<file path="src/rtl/snn_pkg.sv">
// -----------------------------------------------------------------------------
// snn_pkg
// Shared definitions for the SNN neuron update slice.
//   - Router packet layout: [32:29] dest, [28:25] opcode, [24:0] data.
//   - Opcode bases: STORE = 2*SPE_ID, REQ = 2*SPE_ID+1, TIMESTEP_DONE = 15.
//   - SUM_WIDTH: width of partial sums, residuals and membrane potential.
//   - state_t: update FSM states (also visible as the top's `state` signal).
// Compile-time option used by the slice: SNN_LEAK_EN (see snn_lif_core).
// -----------------------------------------------------------------------------
package snn_pkg;

    localparam int SUM_WIDTH  = 13;

    localparam int DEST_WIDTH = 4;
    localparam int OP_WIDTH   = 4;
    localparam int DATA_WIDTH = 25;
    localparam int PKT_WIDTH  = DEST_WIDTH + OP_WIDTH + DATA_WIDTH;

    localparam int PKT_DEST_LSB = DATA_WIDTH + OP_WIDTH;  // 29
    localparam int PKT_OP_LSB   = DATA_WIDTH;             // 25

    localparam logic [OP_WIDTH-1:0] OP_STORE_BASE    = 4'd0;
    localparam logic [OP_WIDTH-1:0] OP_REQ_BASE      = 4'd1;
    localparam logic [OP_WIDTH-1:0] OP_TIMESTEP_DONE = 4'd15;

    typedef struct packed {
        logic [DEST_WIDTH-1:0] dest;
        logic [OP_WIDTH-1:0]   opcode;
        logic [DATA_WIDTH-1:0] data;
    } packet_t;

    typedef enum logic [2:0] {
        ST_IDLE     = 3'd0,
        ST_REQ      = 3'd1,
        ST_WAIT_RES = 3'd2,
        ST_COMPUTE  = 3'd3,
        ST_SEND     = 3'd4,
        ST_WAIT_TS  = 3'd5,
        ST_DONE     = 3'd6
    } state_t;

    function automatic packet_t make_packet(input logic [DEST_WIDTH-1:0] dest,
                                            input logic [OP_WIDTH-1:0]   opcode,
                                            input logic [DATA_WIDTH-1:0] data);
        packet_t p;
        p.dest   = dest;
        p.opcode = opcode;
        p.data   = data;
        return p;
    endfunction

endpackage

</file>
<file path="src/rtl/snn_lif_core.sv">
// -----------------------------------------------------------------------------
// snn_lif_core
// Combinational leaky integrate-and-fire step. The parent registers outputs.
//   psum    in  13  signed partial sum
//   res     in  13  unsigned stored residual (0 in timestep 1)
//   res_out out 13  residual to store (pot - THRESHOLD when spiking, else pot)
//   spike   out 1   pot >= THRESHOLD
// Option SNN_LEAK_EN: when defined, the residual is right-shifted by
// LEAK_SHIFT before the add; otherwise LEAK_SHIFT has no effect.
// -----------------------------------------------------------------------------
module snn_lif_core
    import snn_pkg::*;
#(
    parameter int THRESHOLD  = 64,
    parameter int LEAK_SHIFT = 1
) (
    input  logic signed [SUM_WIDTH-1:0] psum,
    input  logic        [SUM_WIDTH-1:0] res,
    output logic        [SUM_WIDTH-1:0] res_out,
    output logic                        spike
);

    localparam logic [SUM_WIDTH-1:0] THR     = SUM_WIDTH'(THRESHOLD);
    localparam logic [SUM_WIDTH-1:0] POT_MAX = '1;

    logic        [SUM_WIDTH-1:0] res_eff;
    logic signed [SUM_WIDTH+1:0] sum;
    logic        [SUM_WIDTH-1:0] pot;

`ifdef SNN_LEAK_EN
    assign res_eff = res >> LEAK_SHIFT;
`else
    localparam int unused_leak_shift = LEAK_SHIFT;
    assign res_eff = res;
`endif

    // Two guard bits: -4096..+12286 fits in 15-bit signed without wrap.
    assign sum = $signed({{2{psum[SUM_WIDTH-1]}}, psum}) + $signed({2'b00, res_eff});

    // Clamp to 0..8191: sign bit -> 0, bit 13 set (>= 8192) -> saturate.
    always_comb begin
        pot = sum[SUM_WIDTH-1:0];
        if (sum[SUM_WIDTH+1]) begin
            pot = '0;
        end else if (sum[SUM_WIDTH]) begin
            pot = POT_MAX;
        end
    end

    assign spike   = (pot >= THR);
    assign res_out = spike ? (pot - THR) : pot;

endmodule

</file>
<file path="src/rtl/snn_neuron_update.sv">
// -----------------------------------------------------------------------------
// snn_neuron_update
// Per-SPE leaky integrate-and-fire update stage feeding output memory.
// One partial sum per neuron; in timestep 2 the stored residual is fetched
// from output memory first. Each neuron produces one STORE packet
// {dest=OMEM_ADDR, op=2*SPE_ID, data={11'd0, residual, spike}}.
// Ports:
//   clk, rst_n              clock (rising edge), async active-low reset
//   psum_valid/ready/data   13-bit signed partial sum input
//   tx_valid/ready/packet   33-bit router packet output
//   rx_valid/ready/packet   33-bit router packet input (always drained)
//   busy                    high in any state but IDLE/DONE
//   layer_done              high in DONE, held until reset
//   err                     sticky: unexpected or misaddressed rx packet
// Option SNN_LEAK_EN: leak the fetched residual by LEAK_SHIFT (snn_lif_core).
//
// Handshakes (psum, tx, rx): a transfer happens on a rising edge where
// valid && ready. A source holding valid keeps its payload stable and does
// not drop valid until the transfer; only reset abandons an offered tx packet.
// -----------------------------------------------------------------------------
module snn_neuron_update
    import snn_pkg::*;
#(
    parameter int SPE_ID         = 0,
    parameter int OMEM_ADDR      = 11,
    parameter int THRESHOLD      = 64,
    parameter int NEURONS_PER_TS = 89,
    parameter int LEAK_SHIFT     = 1
) (
    input  logic                 clk,
    input  logic                 rst_n,
    input  logic                 psum_valid,
    output logic                 psum_ready,
    input  logic [SUM_WIDTH-1:0] psum_data,
    output logic                 tx_valid,
    input  logic                 tx_ready,
    output logic [PKT_WIDTH-1:0] tx_packet,
    input  logic                 rx_valid,
    output logic                 rx_ready,
    input  logic [PKT_WIDTH-1:0] rx_packet,
    output logic                 busy,
    output logic                 layer_done,
    output logic                 err
);

    localparam int NIDX_W = $clog2(NEURONS_PER_TS + 1);

    localparam logic [DEST_WIDTH-1:0] DEST_OMEM = DEST_WIDTH'(OMEM_ADDR);
    localparam logic [DEST_WIDTH-1:0] MY_ID     = DEST_WIDTH'(SPE_ID);
    localparam logic [OP_WIDTH-1:0]   STORE_OP  = OP_STORE_BASE + OP_WIDTH'(2 * SPE_ID);
    localparam logic [OP_WIDTH-1:0]   REQ_OP    = OP_REQ_BASE + OP_WIDTH'(2 * SPE_ID);
    localparam logic [NIDX_W-1:0]     LAST_NIDX = NIDX_W'(NEURONS_PER_TS - 1);

    state_t                      state;
    state_t                      state_nx;
    logic                        ts2;        // 0: timestep 1, 1: timestep 2
    logic [NIDX_W-1:0]           nidx;
    logic signed [SUM_WIDTH-1:0] psum_q;
    logic [SUM_WIDTH-1:0]        res_q;
    logic [SUM_WIDTH-1:0]        res_out_q;
    logic                        spike_q;
    logic                        err_q;

    logic [SUM_WIDTH-1:0]        lif_res;
    logic                        lif_spike;

    packet_t                     rx_pkt;
    logic                        rx_for_me;
    logic                        rx_is_tsd;
    logic                        res_hit;
    logic                        tsd_hit;
    logic                        rx_drop;
    logic                        unused_rx_data;

    assign rx_pkt         = packet_t'(rx_packet);
    assign unused_rx_data = ^rx_pkt.data[DATA_WIDTH-1:SUM_WIDTH];

    // rx_ready is high whenever out of reset, so rx_valid alone marks a
    // consumed packet for the state registers (they are held in reset anyway).
    assign rx_for_me = (rx_pkt.dest == MY_ID);
    assign rx_is_tsd = (rx_pkt.opcode == OP_TIMESTEP_DONE);
    assign res_hit   = rx_valid && rx_for_me && !rx_is_tsd && (state == ST_WAIT_RES);
    assign tsd_hit   = rx_valid && rx_for_me &&  rx_is_tsd && (state == ST_WAIT_TS);
    assign rx_drop   = rx_valid && !(res_hit || tsd_hit);

    snn_lif_core #(
        .THRESHOLD  (THRESHOLD),
        .LEAK_SHIFT (LEAK_SHIFT)
    ) u_lif (
        .psum    (psum_q),
        .res     (res_q),
        .res_out (lif_res),
        .spike   (lif_spike)
    );

    always_ff @(posedge clk or negedge rst_n) begin
        if (!rst_n) begin
            state     <= ST_IDLE;
            ts2       <= 1'b0;
            nidx      <= '0;
            psum_q    <= '0;
            res_q     <= '0;
            res_out_q <= '0;
            spike_q   <= 1'b0;
            err_q     <= 1'b0;
        end else begin
            state <= state_nx;
            if (state == ST_IDLE && psum_valid) begin
                psum_q <= psum_data;
                if (!ts2) begin
                    res_q <= '0;
                end
            end
            if (res_hit) begin
                res_q <= rx_pkt.data[SUM_WIDTH-1:0];
            end
            if (state == ST_COMPUTE) begin
                res_out_q <= lif_res;
                spike_q   <= lif_spike;
            end
            if (state == ST_SEND && tx_ready) begin
                nidx <= nidx + NIDX_W'(1);
            end
            if (tsd_hit) begin
                ts2  <= 1'b1;
                nidx <= '0;
            end
            if (rx_drop) begin
                err_q <= 1'b1;
            end
        end
    end

    always_comb begin
        state_nx   = state;
        psum_ready = 1'b0;
        tx_valid   = 1'b0;
        tx_packet  = '0;
        layer_done = 1'b0;
        case (state)
            ST_IDLE: begin
                psum_ready = 1'b1;
                if (psum_valid) begin
                    state_nx = ts2 ? ST_REQ : ST_COMPUTE;
                end
            end
            ST_REQ: begin
                tx_valid  = 1'b1;
                tx_packet = make_packet(DEST_OMEM, REQ_OP, '0);
                if (tx_ready) begin
                    state_nx = ST_WAIT_RES;
                end
            end
            ST_WAIT_RES: begin
                if (res_hit) begin
                    state_nx = ST_COMPUTE;
                end
            end
            ST_COMPUTE: begin
                state_nx = ST_SEND;
            end
            ST_SEND: begin
                tx_valid  = 1'b1;
                tx_packet = make_packet(DEST_OMEM, STORE_OP, {11'd0, res_out_q, spike_q});
                if (tx_ready) begin
                    if (nidx == LAST_NIDX) begin
                        state_nx = ts2 ? ST_DONE : ST_WAIT_TS;
                    end else begin
                        state_nx = ST_IDLE;
                    end
                end
            end
            ST_WAIT_TS: begin
                if (tsd_hit) begin
                    state_nx = ST_IDLE;
                end
            end
            ST_DONE: begin
                layer_done = 1'b1;
            end
            default: begin
                state_nx = ST_IDLE;
            end
        endcase
        // The async reset parks state in IDLE, which would otherwise show
        // psum_ready=1 while rst_n is still low.
        if (!rst_n) begin
            psum_ready = 1'b0;
        end
    end

    assign rx_ready = rst_n;
    assign busy     = (state != ST_IDLE) && (state != ST_DONE);
    assign err      = err_q;

endmodule

</file>
<file path="config.mk">
export PLATFORM = sky130hd
export DESIGN_NAME = snn_neuron_update
export DESIGN_NICKNAME = d
export VERILOG_FILES = /design/src/rtl/snn_pkg.sv /design/src/rtl/snn_lif_core.sv /design/src/rtl/snn_neuron_update.sv
export SDC_FILE = /design/constraint.sdc
export NUM_CORES = 1
export LEC_CHECK = 0
export CORE_MARGIN = 4
export CORE_UTILIZATION = 50
export DETAILED_ROUTE_END_ITERATION = 10
export PLACE_DENSITY = 0.81
export SYNTH_ARGS = -nofsm -noshare
export SYNTH_HDL_FRONTEND = slang
export SYNTH_SLANG_ARGS = --single-unit
export TNS_END_PERCENT = 30
</file>
<file path="constraint.sdc">
create_clock -name clk -period 5.5 [get_ports clk]
set_clock_uncertainty 0.1 [all_clocks]
set_input_delay 1.1 -clock clk [delete_from_list [all_inputs] [get_ports clk]]
set_output_delay 1.1 -clock clk [all_outputs]
set_load 0.01 [all_outputs]
</file>
==> summary.md <==
| Metric | Value |
|---|---|
| Status | completed |
| Simple-gate share of the synthesized area | 0.167 |
| Pwr/cell area | about 500 nW/µm² |
| Post-Synth Adder-Cell Area | 0.0698 |
| DP Worst Slack | roughly 510 ps |
| Vias per inst | 5.59 |
| Max-Cap Viols | 0 |
| Crit-path slowest cell | a2111oi_0 |
| Root Buffer | clkbuf_8 |
| Post-CTS setup buffers | 0 |
| Buf/Inv on CP | 0 |
| Worst-path clk slew | 90 ps |
| Core box area | 6790 µm² |
| Post-synthesis mux area share | 0.0445 |
| Cts repair resizes | 0 |
| Setup TNS | 0 ps |
| Number of DRC markers in iteration 0 | 197 |
| Complex-gate fraction of the synthesized area | 0.224 |
| Sink Count | 52 |
| Main combinational cell family by area after synthesis | compound AO/OA/AOI/OAI gates |
| Global route total overflow | 0 |
| Mapped Area | ~3500 µm² |
| Critical Path RT | around 5600 ps |
| Vias after detailed routing | ~2900 |
| Setup violations, final | 0 |
| YS warnings | 0 |
| Hold Fails Final Rpt | 0 |
| Reg area | approximately 1300 µm² |
| Clk Latency, worst-skew pair | ~300 ps |
| Placed cell count | approximately 500 |
| Final core occ | 0.621 |
| Share of layout cells above drive strength 1 | 0.0938 |
| Total wire length | between 7000 and 8000 µm |
| DP HPWL | about 6000 µm |
| Vias in the first global route | approximately 2800 |
| Initial core utilization | 0.517 |
| DRT antenna net count | 0 |
| Startpoint types | flip-flop |
| Fin crit share | 0.919 |
| I/O pin count | 90 |
| First-pass GRT wire length | approximately 13000 µm |
| Slew HR | 0.288 |
| 1st-pass router iterations | 4 |
| DR WL/cell | between 10 and 15 µm |
| Crit path largest cell delay | between 500 and 600 ps |
| Signal arrival time at the worst endpoint | 5150 ps |
| Max Slew Vio Count | 0 |
| Syn-to-layout area delta | 20.2% |
| Register area share after synthesis | 0.371 |
| Critical Path End Type | flip-flop |
| Multi-input gate area | 2010 µm² |
| Die area | roughly 8400 µm² |
| Hold buffers post-CTS | 0 |
| TritonCTS buffer count | 5 |
| # H-tree levels | 2 |
| Worst setup path class | flip-flop to flip-flop |
| CTS tree | done |
| Dominant synthesized flop cell | dfrtp_1 |
| Largest net degree at the start of global routing | 34 |
| VDD IR max | 0.199 mV |
| Number of port buffers | 62 |
| Final Wtd Congestion | 0.879 |
| Number of synthesized flops with an enable pin | 0 |
| Final Critical Period | a little over 5000 ps |
| Synth Register Bits | 52 |
| Residual DRC | 0 |
| Row count | 30 |
| Clk buf depth | 2 |
| Die H | 91.8 µm |
| # fillers | approximately 600 |
| Nets | between 400 and 500 |
| Asr flop ratio synth | 1.00 |
| Fmax | a little under 200 MHz |
| HP Class | flip-flop to flip-flop |
| Setup ws final | 448 ps |
| Antenna violations before repair | 0 |
| RSZ-0062 raised after global routing | false |
| Worst-margin pin slew | roughly 1100 ps |
| XOR/XNOR Fraction of Synth Area | 0.0517 |
| Final non-filler cell total | approximately 510 |
| Max FO, Critical Path | 15 |
| Syn avg cell area | just under 10 µm² |
| Cells after synthesis | around 370 |
| Static Leak | about 1.9 nW |
| Total track usage | 0.189 |
| Count of cell types in the netlist | a little over 60 |
| Ant diodes | 0 |
| Die W | just over 90 µm |
| Cell family with most CP delay | compound AO/OA/AOI/OAI gates |
| Crit path cell chain | ha_1 -> and3_1 -> nand2_1 -> nor3_1 -> a211oi_4 -> xnor2_2 -> o21ai_0 -> ha_1 -> nor2b_1 -> a21o_1 -> a22o_1 -> a2111oi_0 -> o31a_1 -> nand2_1 -> and4_1 -> o31a_1 |
-- area by class of cell --
cell class | count | share of cell area
sequential | 52 | 0.308
inverter | 11 | 0.00978
clock inverter | 2 | 0.00830
tap | 96 | 0.0285
clock buffer | 6 | 0.0172
timing repair buffer | 65 | 0.151
multi-input combinational | 280 | 0.477
-- state kept, by name, indices dropped and copies added (netlist names) --
signal and count:
res_q 13, psum_q 13, state 3, err 1, ts2 1, nidx 7
res_out_q 13, spike_q 1
-- routing by layer --
metal | wire length (µm) | up-vias | GRT usage
met5 | 0 | - | 0
met4 | 46 | 0 | 0.0520
met3 | 468 | 4 | 0.0369
met2 | 3800 | 87 | 0.326
met1 | 3320 | 1379 | 0.242
li1 | - | 1394 | -
-- worst paths after layout --
| kind | end | slack [ps] | cells past startpoint | startpoint |
|---|---|---|---|---|
| worst min register to register | err$_DFFE_PN0P_ | 370 | 1 | err$_DFFE_PN0P_ |
| max in group asynchronous | res_out_q[9]$_DFFE_PN0N_ | 3830 | 2 | rst_n |
| worst min-delay path | err$_DFFE_PN0P_ | 370 | 1 | err$_DFFE_PN0P_ |
| worst max-delay path | res_out_q[12]$_DFFE_PN0N_ | 450 | 16 | psum_q[9]$_DFFE_PN0P_ |
| min in group asynchronous | psum_q[3]$_DFFE_PN0P_ | 650 | 1 | rst_n |
| worst max register to register | res_out_q[12]$_DFFE_PN0N_ | 450 | 16 | psum_q[9]$_DFFE_PN0P_ |
-- through the flow --
step	total power [mW]	cell area [µm²]	hold slack [ps]
final	2.12	4220	370
after global routing	2.30	4220	404
after CTS	2.12	4220	374
after detailed placement	1.85	4110	352
after global placement	1.81	4110	343
after floorplan	1.55	3560	340
-- cells in the final DEF, fill, tap and decap left out, types with 12 or more instances in the layout --
cell	n
clkdlybuf4s50_1	61
conb_1	15
mux2_2	13
a21oi_1	12
ha_1	18
a22o_1	14
o21ai_0	17
dfrtp_1	52
nand2_1	29
nor2_1	14
and2_1	17
-- worst register-to-register path: stages, from the launching register on --
cell       delay (ps)
dfrtp_1           400
ha_1              450
and3_1            280
nand2_1           120
nor3_1            280
a211oi_4          130
xnor2_2           550
o21ai_0           300
ha_1              310
nor2b_1           160
a21o_1            170
a22o_1            170
a2111oi_0         560
o31a_1            370
nand2_1            80
and4_1            210
o31a_1            270
-- cell families after synthesis --
group | count (synthesis)
compound gates | 101
xor+xnor | 19
fa+ha+maj | 19
buf+inv | 47
flops | 52
mux | 14
other cells | 1
simple gates | 112
-- synthesized netlist by cell type (4+ instances only) --
master    number  area share
buf_4         19       0.041
o31ai_1        5       0.011
a21o_1        11       0.024
nor2b_1        4      0.0071
a22o_1        14       0.035
o21ai_1        4      0.0057
nor2_1        14       0.015
xor2_1         6       0.015
clkbuf_1      14       0.015
nand4_1        7       0.012
a21oi_1       12       0.017
o21ai_0       17       0.024
a211oi_1       5       0.011
nand3_1        4      0.0057
and3_1        10       0.018
nor3_1         9       0.013
or3_1          4      0.0071
xnor2_1       11       0.027
nand2_1       29       0.031
ha_1          18       0.064
a31oi_1        5      0.0089
inv_1         11       0.012
and2_1        17       0.030
mux2_2        13       0.042
dfrtp_1       52        0.37
-- report_power, final --
| group | switching, mW | internal [mW] | leakage (nW) | total (mW) |
|---|---|---|---|---|
| Combinational | 0.664 | 0.546 | 1.15 | 1.21 |
| Clock | 0.129 | 0.135 | 0.0552 | 0.264 |
| Sequential | 0.123 | 0.518 | 0.659 | 0.641 |
| Total | 0.916 | 1.20 | 1.87 | 2.11 |
No activity file was read; power rests on OpenSTA's default activity.
